## config.mk

```make
export PLATFORM = sky130hd
export DESIGN_NAME = w5300_access_gate
export DESIGN_NICKNAME = d
export VERILOG_FILES = /design/src/rtl/w5300_pkg.sv /design/src/rtl/w5300_sync2.sv /design/src/rtl/w5300_access_gate.sv
export SDC_FILE = /design/constraint.sdc
export NUM_CORES = 1
export LEC_CHECK = 0
export CAP_MARGIN = 10
export CORE_UTILIZATION = 32
export DETAILED_ROUTE_END_ITERATION = 8
export PLACE_DENSITY = 0.45
export SLEW_MARGIN = 20
export SYNTH_ARGS = -nofsm -noshare
export SYNTH_HDL_FRONTEND = slang
export SYNTH_SLANG_ARGS = --single-unit
```

## constraint.sdc

```tcl
create_clock -name clk -period 2.8 [get_ports clk]
set_input_delay 0.28 -clock clk [delete_from_list [all_inputs] [get_ports clk]]
set_output_delay 0.28 -clock clk [all_outputs]
set_load 0.02 [all_outputs]
```

## src/rtl/w5300_pkg.sv

```systemverilog
// Shared state encoding and default timing constants for the W5300 host access gate.
package w5300_pkg;

    typedef enum logic [2:0] {
        ST_RESET  = 3'd0,
        ST_LOCK   = 3'd1,
        ST_IDLE   = 3'd2,
        ST_STROBE = 3'd3,
        ST_ACK    = 3'd4
    } state_t;

    localparam int unsigned DEF_LOCK_CYCLES   = 200000;
    localparam int unsigned DEF_CNT_W         = 18;
    localparam int unsigned DEF_STROBE_CYCLES = 3;

endpackage

```

## src/rtl/w5300_sync2.sv

```systemverilog
// Two-flop synchroniser; reset forces the output low so downstream logic
// treats an unsampled line as asserted reset.
module w5300_sync2 (
    input  logic clk,
    input  logic rst,
    input  logic d,
    output logic q
);

    logic meta;

    always_ff @(posedge clk) begin
        if (rst) begin
            meta <= 1'b0;
            q    <= 1'b0;
        end else begin
            meta <= d;
            q    <= meta;
        end
    end

endmodule

```

## src/rtl/w5300_access_gate.sv

```systemverilog
// Gates host accesses to the W5300: waits out chip reset and PLL lock, then runs
// timed CS/RD/WR strobe cycles and always answers the host with ack (ok or error).
module w5300_access_gate
    import w5300_pkg::*;
#(
    parameter int unsigned LOCK_CYCLES   = DEF_LOCK_CYCLES,
    parameter int unsigned CNT_W         = DEF_CNT_W,
    parameter int unsigned STROBE_CYCLES = DEF_STROBE_CYCLES
) (
    input  logic clk,
    input  logic rst,
    input  logic w5300_resetl,
    input  logic host_req,
    input  logic host_rnw,
    output logic host_ack,
    output logic host_err,
    output logic ready,
    output logic w5300_csl,
    output logic w5300_rdl,
    output logic w5300_wrl
);

    localparam int unsigned SCNT_W = $clog2(STROBE_CYCLES + 1);
    localparam logic [CNT_W-1:0]  LOCK_LAST   = CNT_W'(LOCK_CYCLES - 1);
    localparam logic [SCNT_W-1:0] STROBE_LAST = SCNT_W'(STROBE_CYCLES - 1);

    state_t              state;
    logic                rl_s;
    logic [CNT_W-1:0]    lock_cnt;
    logic [SCNT_W-1:0]   strb_cnt;
    logic                ref_ack_c;
    logic                ref_err_c;

    w5300_sync2 u_sync (
        .clk (clk),
        .rst (rst),
        .d   (w5300_resetl),
        .q   (rl_s)
    );

    // Handshake while the chip is unusable: refuse new requests, release on req drop.
    always_comb begin
        ref_ack_c = host_ack;
        ref_err_c = host_err;
        if (host_req && !host_ack) begin
            ref_ack_c = 1'b1;
            ref_err_c = 1'b1;
        end else if (host_ack && !host_req) begin
            ref_ack_c = 1'b0;
            ref_err_c = 1'b0;
        end
    end

    always_ff @(posedge clk) begin
        if (rst) begin
            state     <= ST_RESET;
            lock_cnt  <= '0;
            strb_cnt  <= '0;
            host_ack  <= 1'b0;
            host_err  <= 1'b0;
            ready     <= 1'b0;
            w5300_csl <= 1'b1;
            w5300_rdl <= 1'b1;
            w5300_wrl <= 1'b1;
        end else if (!rl_s) begin
            // Chip in reset: abandon whatever was in flight.
            state     <= ST_RESET;
            ready     <= 1'b0;
            w5300_csl <= 1'b1;
            w5300_rdl <= 1'b1;
            w5300_wrl <= 1'b1;
            host_ack  <= ref_ack_c;
            host_err  <= ref_err_c;
        end else begin
            unique case (state)
                ST_RESET: begin
                    state    <= ST_LOCK;
                    lock_cnt <= '0;
                    host_ack <= ref_ack_c;
                    host_err <= ref_err_c;
                end
                ST_LOCK: begin
                    if (lock_cnt == LOCK_LAST) begin
                        state <= ST_IDLE;
                        ready <= 1'b1;
                    end else begin
                        lock_cnt <= lock_cnt + CNT_W'(1);
                    end
                    host_ack <= ref_ack_c;
                    host_err <= ref_err_c;
                end
                ST_IDLE: begin
                    // A refusal ack carried over from LOCK must be released first.
                    if (host_ack) begin
                        if (!host_req) begin
                            host_ack <= 1'b0;
                            host_err <= 1'b0;
                        end
                    end else if (host_req) begin
                        state     <= ST_STROBE;
                        strb_cnt  <= '0;
                        w5300_csl <= 1'b0;
                        w5300_rdl <= ~host_rnw;
                        w5300_wrl <= host_rnw;
                    end
                end
                ST_STROBE: begin
                    if (strb_cnt == STROBE_LAST) begin
                        state     <= ST_ACK;
                        w5300_csl <= 1'b1;
                        w5300_rdl <= 1'b1;
                        w5300_wrl <= 1'b1;
                        host_ack  <= 1'b1;
                        host_err  <= 1'b0;
                    end else begin
                        strb_cnt <= strb_cnt + SCNT_W'(1);
                    end
                end
                ST_ACK: begin
                    if (!host_req) begin
                        state    <= ST_IDLE;
                        host_ack <= 1'b0;
                        host_err <= 1'b0;
                    end
                end
                default: state <= ST_RESET;
            endcase
        end
    end

endmodule

```

== Word-level counts from Yosys, hierarchy flattened ==
Cells that the tools add are included.
Word-level totals
  bits in registers: 31
  latch bits: 0
  RAM bits: 0
  bits in read-only memories: 0
  output and inout bits: 6
  logic and storage cells: 84
  memories: 0
Operators by class
  add/sub/neg operators: 2
  $mul: 0
  div/mod/pow operators: 0
  $lt $le $gt $ge: 0
  equality and inequality tests: 17
  shift operators: 0
  mux-type cells: 36
  bitwise operators: 2
  reductions and logical operators: 16
Operators by type and width (number)
  $pmux W18 S2: 1
  $mux W1: 19
  $add A18 B1 Y18 const B: 1
  $eq A18 B18 Y1 const B: 1
  $mux W18: 1
  $mux W3: 5
  $pmux W3 S5: 1
  $ne A2 B2 Y1 const B: 7
  $reduce_and A5 Y1: 2
  $ne A3 B3 Y1 const B: 3
  $reduce_and A3 Y1: 3
  $pmux W1 S4: 2
  $eq A3 B2 Y1 const B: 2
  $mux W2: 3
  $pmux W1 S2: 3
  $ne A5 B5 Y1 const B: 1
  $pmux W2 S2: 1
  $reduce_and A4 Y1: 1
  $reduce_bool A2 Y1: 2
  $reduce_or A2 Y1: 2
  $eq A3 B1 Y1 const B: 1
  $eq A3 B3 Y1 const B: 1
  $logic_not A3 Y1: 1
  $add A2 B1 Y2 const B: 1
  other kinds (5): 8

== Depth between registers and ports, before layout ==
Gate-level depths: netlist (run 1).
  depth in word-level cells: 6
  depth in mapped cells: 7
  mapped depth without buffers: 7

== Hierarchy ==
A second synthesis (run 1) with hierarchy kept.
Unflattened totals
  cells, all modules: 221
  area, all modules: 1770.4 µm²
Modules (own cells, without submodules)
  w5300_access_gate: times used 1, cells each 217, area an instance 1717.9 µm², seq. area each 580.6 µm²
  w5300_sync2: times used 1, cells each 4, area an instance 52.6 µm², seq. area each 40.0 µm²

== Worst setup path before layout (run 1) ==
No wires, ideal clock.
  path type: register -> register
  from: register lock_cnt[0]
  to: register lock_cnt[16]
  library setup time: 0.120 ns
  arrival time: 1.828 ns
  data required time: 2.680 ns
  path slack: 0.852 ns
  stages on the path, launching flop included: 7
  path buffers: 0
  clock period less this slack: 1.948 ns
  cell sequence: dfxtp_1 ha_1 nand2_1 or3_1 or3_1 and3_1 a211o_1
On the way
  longest elaborated chain between the ends: 3
  elaborated cells between the ends (all ways): 6
Ends and longest elaborated chain
  from (decl): line w5300_access_gate.sv:29  | logic [CNT_W-1:0] lock_cnt;
  from (signal assigned): line w5300_access_gate.sv:87  | lock_cnt <= lock_cnt + CNT_W'(1);
  $add A18 B1 Y18 / $eq A18 B18 Y1 (equally long branches): line w5300_access_gate.sv:87, w5300_access_gate.sv:83
  $mux W18 / $ne A2 B2 Y1 (equally long branches)
  $pmux W18 S2 / $reduce_and A3 Y1 (equally long branches)
Parallel ways exist; a longest one is shown, timed or not. The select of a mux whose other input is x is not followed.
A chain may end at the register's enable or synchronous reset.

== Final worst setup path (run 1) ==
Same ends and word-level chain as after synthesis.

==> impl_results.md, run 1 <==
- Distinct cells, synth: 49
- FF-to-FF Start: lock_cnt[0]
- Die X: 75.2 um
- Worst r2r dst: lock_cnt[16]
- Post-CTS setup buffer count: 0
- Post-synth ARST share: 0
- Syn_nets: 225
- Crit. End Element: register
- CP bufs+invs: 0
- Least-Margin Pin Slew: 505 ps
- Worst-Skew Late Latency: 280 ps
- Max Slew Vio Count: 0
- Main synth FF type: dfxtp_1
- Worst path top cell family by delay: simple AND/OR/NAND/NOR gates
- Final Total Pwr: 0.000890 W
- Path depth of the worst reg2reg path: 6
- Post-layout util: 0.388
- FILL cells: 538
- Most used cell along the critical path: or3_1
- DP Area: 1890 sq um
- Diodes inserted: 0
- Worst Setup Path Type: register to register
- Routability Congestion: 0.855
- Wire per inst: 15.0 um
- Rows: 26
- Post-route cell area: 1990 sq um
- Global-route congestion overflow total: 0
- Dpl hpwl: 3.22 mm
- Num CTS Buffers: 5
- CP arrival: 2370 ps
- Hold/Removal Path Class: register to register
- Post-cts resize count: 0
- Fmax: 0.455 GHz
- Max_cap viols: 0
- Clock sinks: 31
- Post-Syn Instances: 218
- Pwr per Cell Area: 447 nW/um^2
- Drt first-iter violations: 186
- Post-synthesis sequential area ratio: 0.362
- # nets final: 236
- Crit path launch type: register
- Data required time at the worst endpoint: 2980 ps
- Worst-path cell with the longest stage delay: or3_1
- Layout cells sized above 1: 0.0696
- Final ANT Viol Nets: 0
- R2R Setup Slk: 600 ps
- Post-route DRC: 0
- Critical path depth: 6
- Vias in the first global route: 1533
- Worst Skew: 7.54 ps
- Critical path's largest stage delay: 490 ps
- TritonCTS clock tree: built
- Core area: 5140 sq um
- CTS max path bufs: 2
- Clock Tree Root: clkbuf_8
- IO Count: 11
- Commonest non-fill, non-tap cell in the layout: dfxtp_1
- Largest fanout on the critical path: 6
- Critical path endpoint: lock_cnt[16]
- Via count: 1729
- IO buf count: 10
- Min Hold Slack: 446 ps
- YS warnings: 0
- DIE AREA: 5660 sq um
- Final wirelength: 4.51 mm
- P&R area growth vs syn: 16.1%
- Commonest non-fill, non-tap cells in the layout: dfxtp_1 (31), nand2_1 (20), a21oi_1 (20)
- Hold Violations, Final: 0
- Synthesized area per cell: 7.87 sq um
- Starting density of the core: 0.334
- Clock transition at the registers of the reported paths: 70 ps
- RSZ-0062 raised after global routing: no
- Antenna violations before repair: 0
- First-pass GRT wire length: 7.43 mm
- Largest net degree at the start of global routing: 19
- Final Cycle Share: 0.784
- Post-layout minimum cycle time: 2200 ps
- Leak pwr: 0.630 nW
- Finish-stage setup viols: 0
- Rel. slew slack: 0.663
- Worst IR Drop VDD: 0.289 mV
- Total GRT Usage: 0.177
- CP startpoint: lock_cnt[0]
- Hold_buf cts: 0
- CTS H-tree depth: 2
- Setup TNS: 0 ps
- Status: finished clean
- Post-synth EDFFs: 0
- Die Span Y: 75.2 um
- DR pass1 iterations: 5
- Worst-path cell chain: ha_1 -> nand2_1 -> or3_1 -> or3_1 -> and3_1 -> a211o_1
- Cell area after synthesis: 1720 sq um
- #FFs+latches synth: 31
- Number of vias per cell: 5.76
kinds of logic (layout without fill, tap and decap cells):
family          count (synthesis)  count (layout)  synth area share
fa+ha+maj                       3               3            0.0204
buf+inv                        15              27            0.0350
compound gates                 70              70             0.263
simple gates                   97              97             0.309
mux                             1               1           0.00583
flops                          31              31             0.362
xor+xnor                        1               1           0.00510
how the worst min path moves through the flow:
| stage | start | to | slack [ps] | cells after the start |
|---|---|---|---|---|
| floorplan | w5300_resetl | u_sync.meta | 410 | 1 |
| global placement | u_sync.meta | u_sync.q | 430 | 1 |
| detailed placement | u_sync.meta | u_sync.q | 440 | 1 |
| CTS | u_sync.meta | u_sync.q | 450 | 1 |
| global route | u_sync.meta | u_sync.q | 470 | 1 |
| finish | u_sync.meta | u_sync.q | 450 | 1 |
worst reg2reg max path: stages, from the launching register on:
cell,delay (ps)
dfxtp_1,420
ha_1,250
nand2_1,120
or3_1,490
or3_1,360
and3_1,190
a211o_1,250
where the power goes:
part	internal, W	leakage (nW)	switching, W	total [W]
logic	0.0000191	0.328	0.0000275	0.0000466
clock network	0.000224	0.0515	0.000170	0.000395
registers	0.000445	0.251	0.00000410	0.000449
total	0.000688	0.630	0.000202	0.000890
metal layers:
metal,vias to the layer above,share of wire,global-route usage
met4,0,0.011,0.0576
met3,5,0.061,0.0402
met5,-,0,0
li1,844,-,-
met1,828,0.50,0.265
met2,52,0.43,0.246
area by class of cell:
cell class | count | area (sq um) | area share
timing repair buffer | 14 | 130 | 0.0653
multi-input combinational | 172 | 1040 | 0.520
tap | 70 | 87.6 | 0.0439
clock buffer | 8 | 100 | 0.0502
inverter | 5 | 18.8 | 0.00942
sequential | 31 | 621 | 0.311
synthesized netlist by cell type (2+ instances only):
master     instances  area (sq um)
nor2_1            19          71.3
a21boi_0           2          15.0
nor4b_1            3          26.3
o22ai_1            2          12.5
nor3b_1            5          37.5
nand3_1            8          40.0
clkbuf_1           6          22.5
a22oi_1            4          30.0
o21ai_0           14          70.1
a31oi_1            5          31.3
o31ai_1            2          15.0
a41oi_1            2          17.5
nor2b_1            7          43.8
buf_2              3          15.0
nand2b_1           2          12.5
nand2_1           20          75.1
o211ai_1           3          22.5
and4_1             2          17.5
or4_1              3          22.5
or3_1              7          43.8
ha_1               2          25.0
o21a_1             3          22.5
a21oi_1           20           100
dfxtp_1           31           621
inv_1              5          18.8
nand3b_1           2          15.0
nand4_1            4          25.0
nand4bb_1          2          22.5
a21o_1             3          22.5
nor3_1             8          40.0
state kept, by name, indices dropped and copies added (netlist names):
register     count
host_ack         1
host_err         1
lock_cnt        18
ready            1
state            3
strb_cnt         2
u_sync.meta      1
u_sync.q         1
w5300_csl        1
w5300_rdl        1
w5300_wrl        1
metrics by stage:
stage	setup WS (ps)	std cells
after floorplan	852	218
after global placement	671	292
after detailed placement	648	292
after CTS	642	300
after global routing	528	300
final	604	300
(Power assumes the default switching activity.)
==> run 2, diff against run 1 <==
Clock period 2.8 ns to 2.2 ns, I/O delays scaled along.
==> impl_results.md, run 2 (same netlist as run 1, synthesis figures left out) <==
- Most used cell along the critical path: or3_1
- Worst Setup Path Type: register to register
- Leak pwr: 0.696 nW (+10%)
- Least-Margin Pin Slew: 523 ps (+17.7 ps)
- R2R Setup Slk: 160 ps (-440 ps)
- Data required time at the worst endpoint: 2370 ps (-610 ps)
- Core area: 5140 sq um (unchanged)
- Finish-stage setup viols: 0 (unchanged)
- Diodes inserted: 0 (unchanged)
- Worst-Skew Late Latency: 280 ps (about the same)
- Total GRT Usage: 0.176 (-0.000527)
- Hold_buf cts: 0 (unchanged)
- Worst-path cell with the longest stage delay: or3_1
- Global-route congestion overflow total: 0 (unchanged)
- CTS H-tree depth: 2 (unchanged)
- Antenna violations before repair: 0 (unchanged)
- Worst Skew: 8.55 ps (+1.01 ps)
- Worst r2r dst: lock_cnt[16]
- Clock transition at the registers of the reported paths: 60 ps (about the same)
- Via count: 1726 (-0.17%)
- Commonest non-fill, non-tap cells in the layout: dfxtp_1 (31), nand2_1 (20), a21oi_1 (20)
- Hold Violations, Final: 0 (unchanged)
- Final wirelength: 4.52 mm (+0.24%)
- Crit. End Element: register
- Largest register FFs: 18 (unchanged)
- Max_cap viols: 0 (unchanged)
- Final Cycle Share: 0.925 (+0.141)
- Worst IR Drop VDD: 0.292 mV (+0.87%)
- Rows: 26 (unchanged)
- RSZ-0062 raised after global routing: no
- Max Slew Vio Count: 0 (unchanged)
- Register name with the most flops: lock_cnt
- Routability Congestion: 0.836 (-2.2%)
- Biggest registers after layout: lock_cnt (18), state (3), strb_cnt (2)
- Num CTS Buffers: 5 (unchanged)
- Starting density of the core: 0.334 (unchanged)
- Status: finished clean
- Drt first-iter violations: 108 (-42%)
- Setup TNS: 0 ps (unchanged)
- WHS Path Cells: 1 (unchanged)
- Die Span Y: 75.2 um (unchanged)
- Path depth of the worst reg2reg path: 6 (unchanged)
- Crit path launch type: register
- CP startpoint: lock_cnt[1]
- Clock Tree Root: clkbuf_8
- Critical path endpoint: lock_cnt[16]
- Clock sinks: 31 (unchanged)
- Final ANT Viol Nets: 0 (unchanged)
- Largest net degree at the start of global routing: 19 (unchanged)
- Post-route DRC: 0 (unchanged)
- DR pass1 iterations: 4 (-1)
- IO buf count: 10 (unchanged)
- Hold/Removal Path Class: register to register
- DIE AREA: 5660 sq um (unchanged)
- Rel. slew slack: 0.651 (-0.0111)
- FF-to-FF Start: lock_cnt[1]
- Wire per inst: 14.5 um (-3.6%)
- Critical path's largest stage delay: 410 ps (-80 ps)
- CTS max path bufs: 2 (unchanged)
- Post-layout util: 0.409 (+0.0212)
- Worst-path cell chain: ha_2 -> nand2_1 -> or3_1 -> or3_1 -> and3_1 -> a211o_1
- Layout cells sized above 1: 0.128 (+0.0585)
- Post-layout minimum cycle time: 2040 ps (-161 ps)
- Fmax: 0.491 GHz (+7.9%)
- Dpl hpwl: 3.36 mm (+4.3%)
- Commonest non-fill, non-tap cell in the layout: dfxtp_1
- Largest fanout on the critical path: 5 (-1)
- CP arrival: 2200 ps (-170 ps)
- Pwr per Cell Area: 539 nW/um^2 (+21%)
- Number of vias per cell: 5.53 (-4.0%)
- Die X: 75.2 um (unchanged)
- P&R area growth vs syn: 22.4%
- # nets final: 248 (+5.1%)
- IO Count: 11 (unchanged)
- First-pass GRT wire length: 7.49 mm (+0.83%)
- TritonCTS clock tree: built
- Vias in the first global route: 1538 (+0.33%)
## run 2: worst min-delay path by stage
stage | end | slack, ps | startpoint
finish | u_sync.q | 440 | u_sync.meta
floorplan | u_sync.meta | 350 | w5300_resetl
global route | u_sync.q | 450 | u_sync.meta
global placement | u_sync.q | 420 | u_sync.meta
CTS | u_sync.q | 440 | u_sync.meta
detailed placement | u_sync.q | 420 | u_sync.meta
## run 2: through the flow
| stage | instance area [sq um] | std cells | worst slack [ps] | power (W) | hold WS, ps |
|---|---|---|---|---|---|
| 2_1_floorplan | 1720 | 218 | 252 | 0.000616 | 348 |
| 3_3_place_gp | 1980 | 304 | 167 | 0.000649 | 421 |
| 3_5_place_dp | 1980 | 304 | 92.6 | 0.000649 | 425 |
| 4_1_cts | 2080 | 312 | 82.0 | 0.00115 | 439 |
| 5_1_grt | 2100 | 312 | 47.1 | 0.00118 | 454 |
| 6_report | 2100 | 312 | 165 | 0.00113 | 436 |
## run 2: cell type report
class                      instances  area (sq um)
fill                             551          3040
multi-input combinational        172          1050
sequential                        31           621
timing repair buffer              26           220
clock buffer                       8           100
tap                               70          87.6
inverter                           5          18.8
## run 2: repair_timing
item / CTS / global route
resized for setup: 0 / 5
buffers inserted: 0 / 0
setup endpoints to repair: 0 / 6
## run 2: layer usage
metal	vias to the layer above	track usage	share of wire
met2	27	0.251	0.43
met4	0	0.0617	0.0097
met5	-	0	0
li1	864	-	-
met1	831	0.259	0.53
met3	4	0.0375	0.036
## run 2: critical path, delay by kind of cell, from the launching register on
family	cells	cell delay, ps
AO/OA/AOI/OAI	1	260
adder cells (fa/ha/maj)	1	230
flip-flops	1	400
AND/OR/NAND/NOR	4	1050
## run 2: power breakdown
group          internal [W]   total, W  leakage (nW)  switching, W
clock              0.000285   0.000494        0.0515      0.000209
sequential         0.000566   0.000569         0.251    0.00000352
combinational     0.0000302  0.0000685         0.394     0.0000383
==> run 3, diff against run 2 <==
Settings changed: GPL_ROUTABILITY_DRIVEN from default to 0, SETUP_SLACK_MARGIN from default to 0.1.
==> impl_results.md, run 3 (same netlist as run 1, synthesis figures left out) <==
- CP bufs+invs: 0 (unchanged)
- Register name with the most flops: lock_cnt
- Clock sinks: 31 (unchanged)
- Vias in the first global route: 1551 (+0.85%)
- Critical path's largest stage delay: 410 ps (about the same)
- Rel. slew slack: 0.652 (about the same)
- IO buf count: 10 (unchanged)
- Worst IR Drop VDD: 0.292 mV (about the same)
- Number of vias per cell: 5.53 (about the same)
- DIE AREA: 5660 sq um (unchanged)
- Setup TNS: 0 ps (unchanged)
- Worst path top cell family by delay: simple AND/OR/NAND/NOR gates
- Leak pwr: 0.698 nW (+0.22%)
- Post-layout util: 0.410 (+0.000730)
- Largest register FFs: 18 (unchanged)
- Max Slew Vio Count: 0 (unchanged)
- Via count: 1725 (-0.058%)
- Crit. End Element: register
- Largest net degree at the start of global routing: 19 (unchanged)
- Worst r2r dst: lock_cnt[16]
- CTS H-tree depth: 2 (unchanged)
- Antenna violations before repair: 0 (unchanged)
- R2R Setup Slk: 200 ps (+40 ps)
- Total GRT Usage: 0.177 (+0.00140)
- Post-route cell area: 2110 sq um (+0.18%)
- Post-CTS setup buffer count: 0 (unchanged)
- Core area: 5140 sq um (unchanged)
- DP Area: 1980 sq um (unchanged)
- Path depth of the worst reg2reg path: 6 (unchanged)
- Worst Skew: 8.55 ps (-0.000110 ps)
- Finish-stage setup viols: 0 (unchanged)
- # nets final: 248 (unchanged)
- Post-layout minimum cycle time: 2000 ps (-39.6 ps)
- Worst Hold Path EP: u_sync.q
- Pre-CTS WS: 92.6 ps (unchanged)
- Commonest non-fill, non-tap cell in the layout: dfxtp_1
- Final Total Pwr: 0.00113 W (about the same)
- Worst-Skew Late Latency: 280 ps (about the same)
- Crit path launch type: register
- Largest fanout on the critical path: 4 (-1)
- Fmax: 0.501 GHz (+2.0%)
- FF-to-FF Start: lock_cnt[0]
- Wire per inst: 14.5 um (+0.20%)
- Dpl hpwl: 3.36 mm (unchanged)
- TritonCTS clock tree: built
- Hold/Removal Path Class: register to register
- Worst Slack Setup Final: 204 ps (+39.6 ps)
- Drt first-iter violations: 106 (-1.9%)
- CP arrival: 2160 ps (-40 ps)
- Worst-path cell with the longest stage delay: or3_1
- Global-route congestion overflow total: 0 (unchanged)
- Die X: 75.2 um (unchanged)
- Worst Setup Path Type: register to register
- First-pass GRT wire length: 7.55 mm (+0.73%)
- Final wirelength: 4.53 mm (+0.20%)
- Status: finished clean
- WHS Path Cells: 1 (unchanged)
- Clock Tree Root: clkbuf_8
- Die Span Y: 75.2 um (unchanged)
- CTS max path bufs: 2 (unchanged)
- Commonest non-fill, non-tap cells in the layout: dfxtp_1 (28), nand2_1 (20), a21oi_1 (20)
- DR pass1 iterations: 4 (unchanged)
- Clock transition at the registers of the reported paths: 60 ps (about the same)
- Pwr per Cell Area: 538 nW/um^2 (-0.17%)
- P&R area growth vs syn: 22.7%
- IO Count: 11 (unchanged)
- Most used cell along the critical path: or3_1
- Layout cells sized above 1: 0.140 (+0.0124)
- Diodes inserted: 0 (unchanged)
- Post-route DRC: 0 (unchanged)
- Num CTS Buffers: 5 (unchanged)
- Max_cap viols: 0 (unchanged)
- Hold path start: u_sync.meta
- Rows: 26 (unchanged)
- RSZ-0062 raised after global routing: no
- Starting density of the core: 0.334 (unchanged)
- Final Cycle Share: 0.907 (-0.0180)
- Least-Margin Pin Slew: 522 ps (-0.421 ps)
- Worst-path cell chain: ha_2 -> nand2_1 -> or3_1 -> or3_1 -> and3_1 -> a211o_1
- Biggest registers after layout: lock_cnt (18), state (3), strb_cnt (2)
- Hold Violations, Final: 0 (unchanged)
- Data required time at the worst endpoint: 2370 ps (about the same)
- FILL cells: 549 (-0.36%)
- Final ANT Viol Nets: 0 (unchanged)
run 3: how the worst max path moves through the flow:
stage	from	to	slack, ps	depth (start not counted)
floorplan	lock_cnt[0]	lock_cnt[16]	250	6
finish	lock_cnt[0]	lock_cnt[16]	200	6
CTS	lock_cnt[1]	lock_cnt[2]	130	6
global route	lock_cnt[0]	state[0]	110	6
global placement	lock_cnt[1]	lock_cnt[2]	170	6
detailed placement	lock_cnt[1]	lock_cnt[2]	90	6
run 3: final cells by class:
class	instances	area, sq um	area share
Inverter	5	18.8	0.00891
Multi-Input combinational cell	172	1050	0.501
Sequential cell	31	624	0.296
Tap cell	70	87.6	0.0416
Timing Repair Buffer	26	220	0.105
Clock buffer	8	100	0.0475
run 3: stage by stage:
| step | hold WS [ps] | std cells |
|---|---|---|
| 3_5_place_dp | 425 | 304 |
| 4_1_cts | 439 | 312 |
| 3_3_place_gp | 421 | 304 |
| 2_1_floorplan | 348 | 218 |
| 6_report | 436 | 312 |
| 5_1_grt | 454 | 312 |
run 3: timing repair:
item | CTS | global route
gates resized for setup | 2 | 6
hold buffers | 0 | 0
setup endpoints to repair | 2 | 14
run 3: where the power goes:
part,switching (W),leakage (nW),total (W),internal [W]
Clock,0.000209,0.0515,0.000494,0.000285
Sequential,0.00000352,0.252,0.000569,0.000566
Combinational,0.0000383,0.394,0.0000686,0.0000302
Total,0.000251,0.698,0.00113,0.000881
run 3: metal layers:
| metal | up-vias | wire, um | global-route usage |
|---|---|---|---|
| li1 | 864 | - | - |
| met1 | 830 | 2380 | 0.259 |
| met2 | 27 | 1940 | 0.256 |
| met3 | 4 | 167 | 0.0375 |
| met4 | 0 | 44 | 0.0617 |
| met5 | - | 0 | 0 |
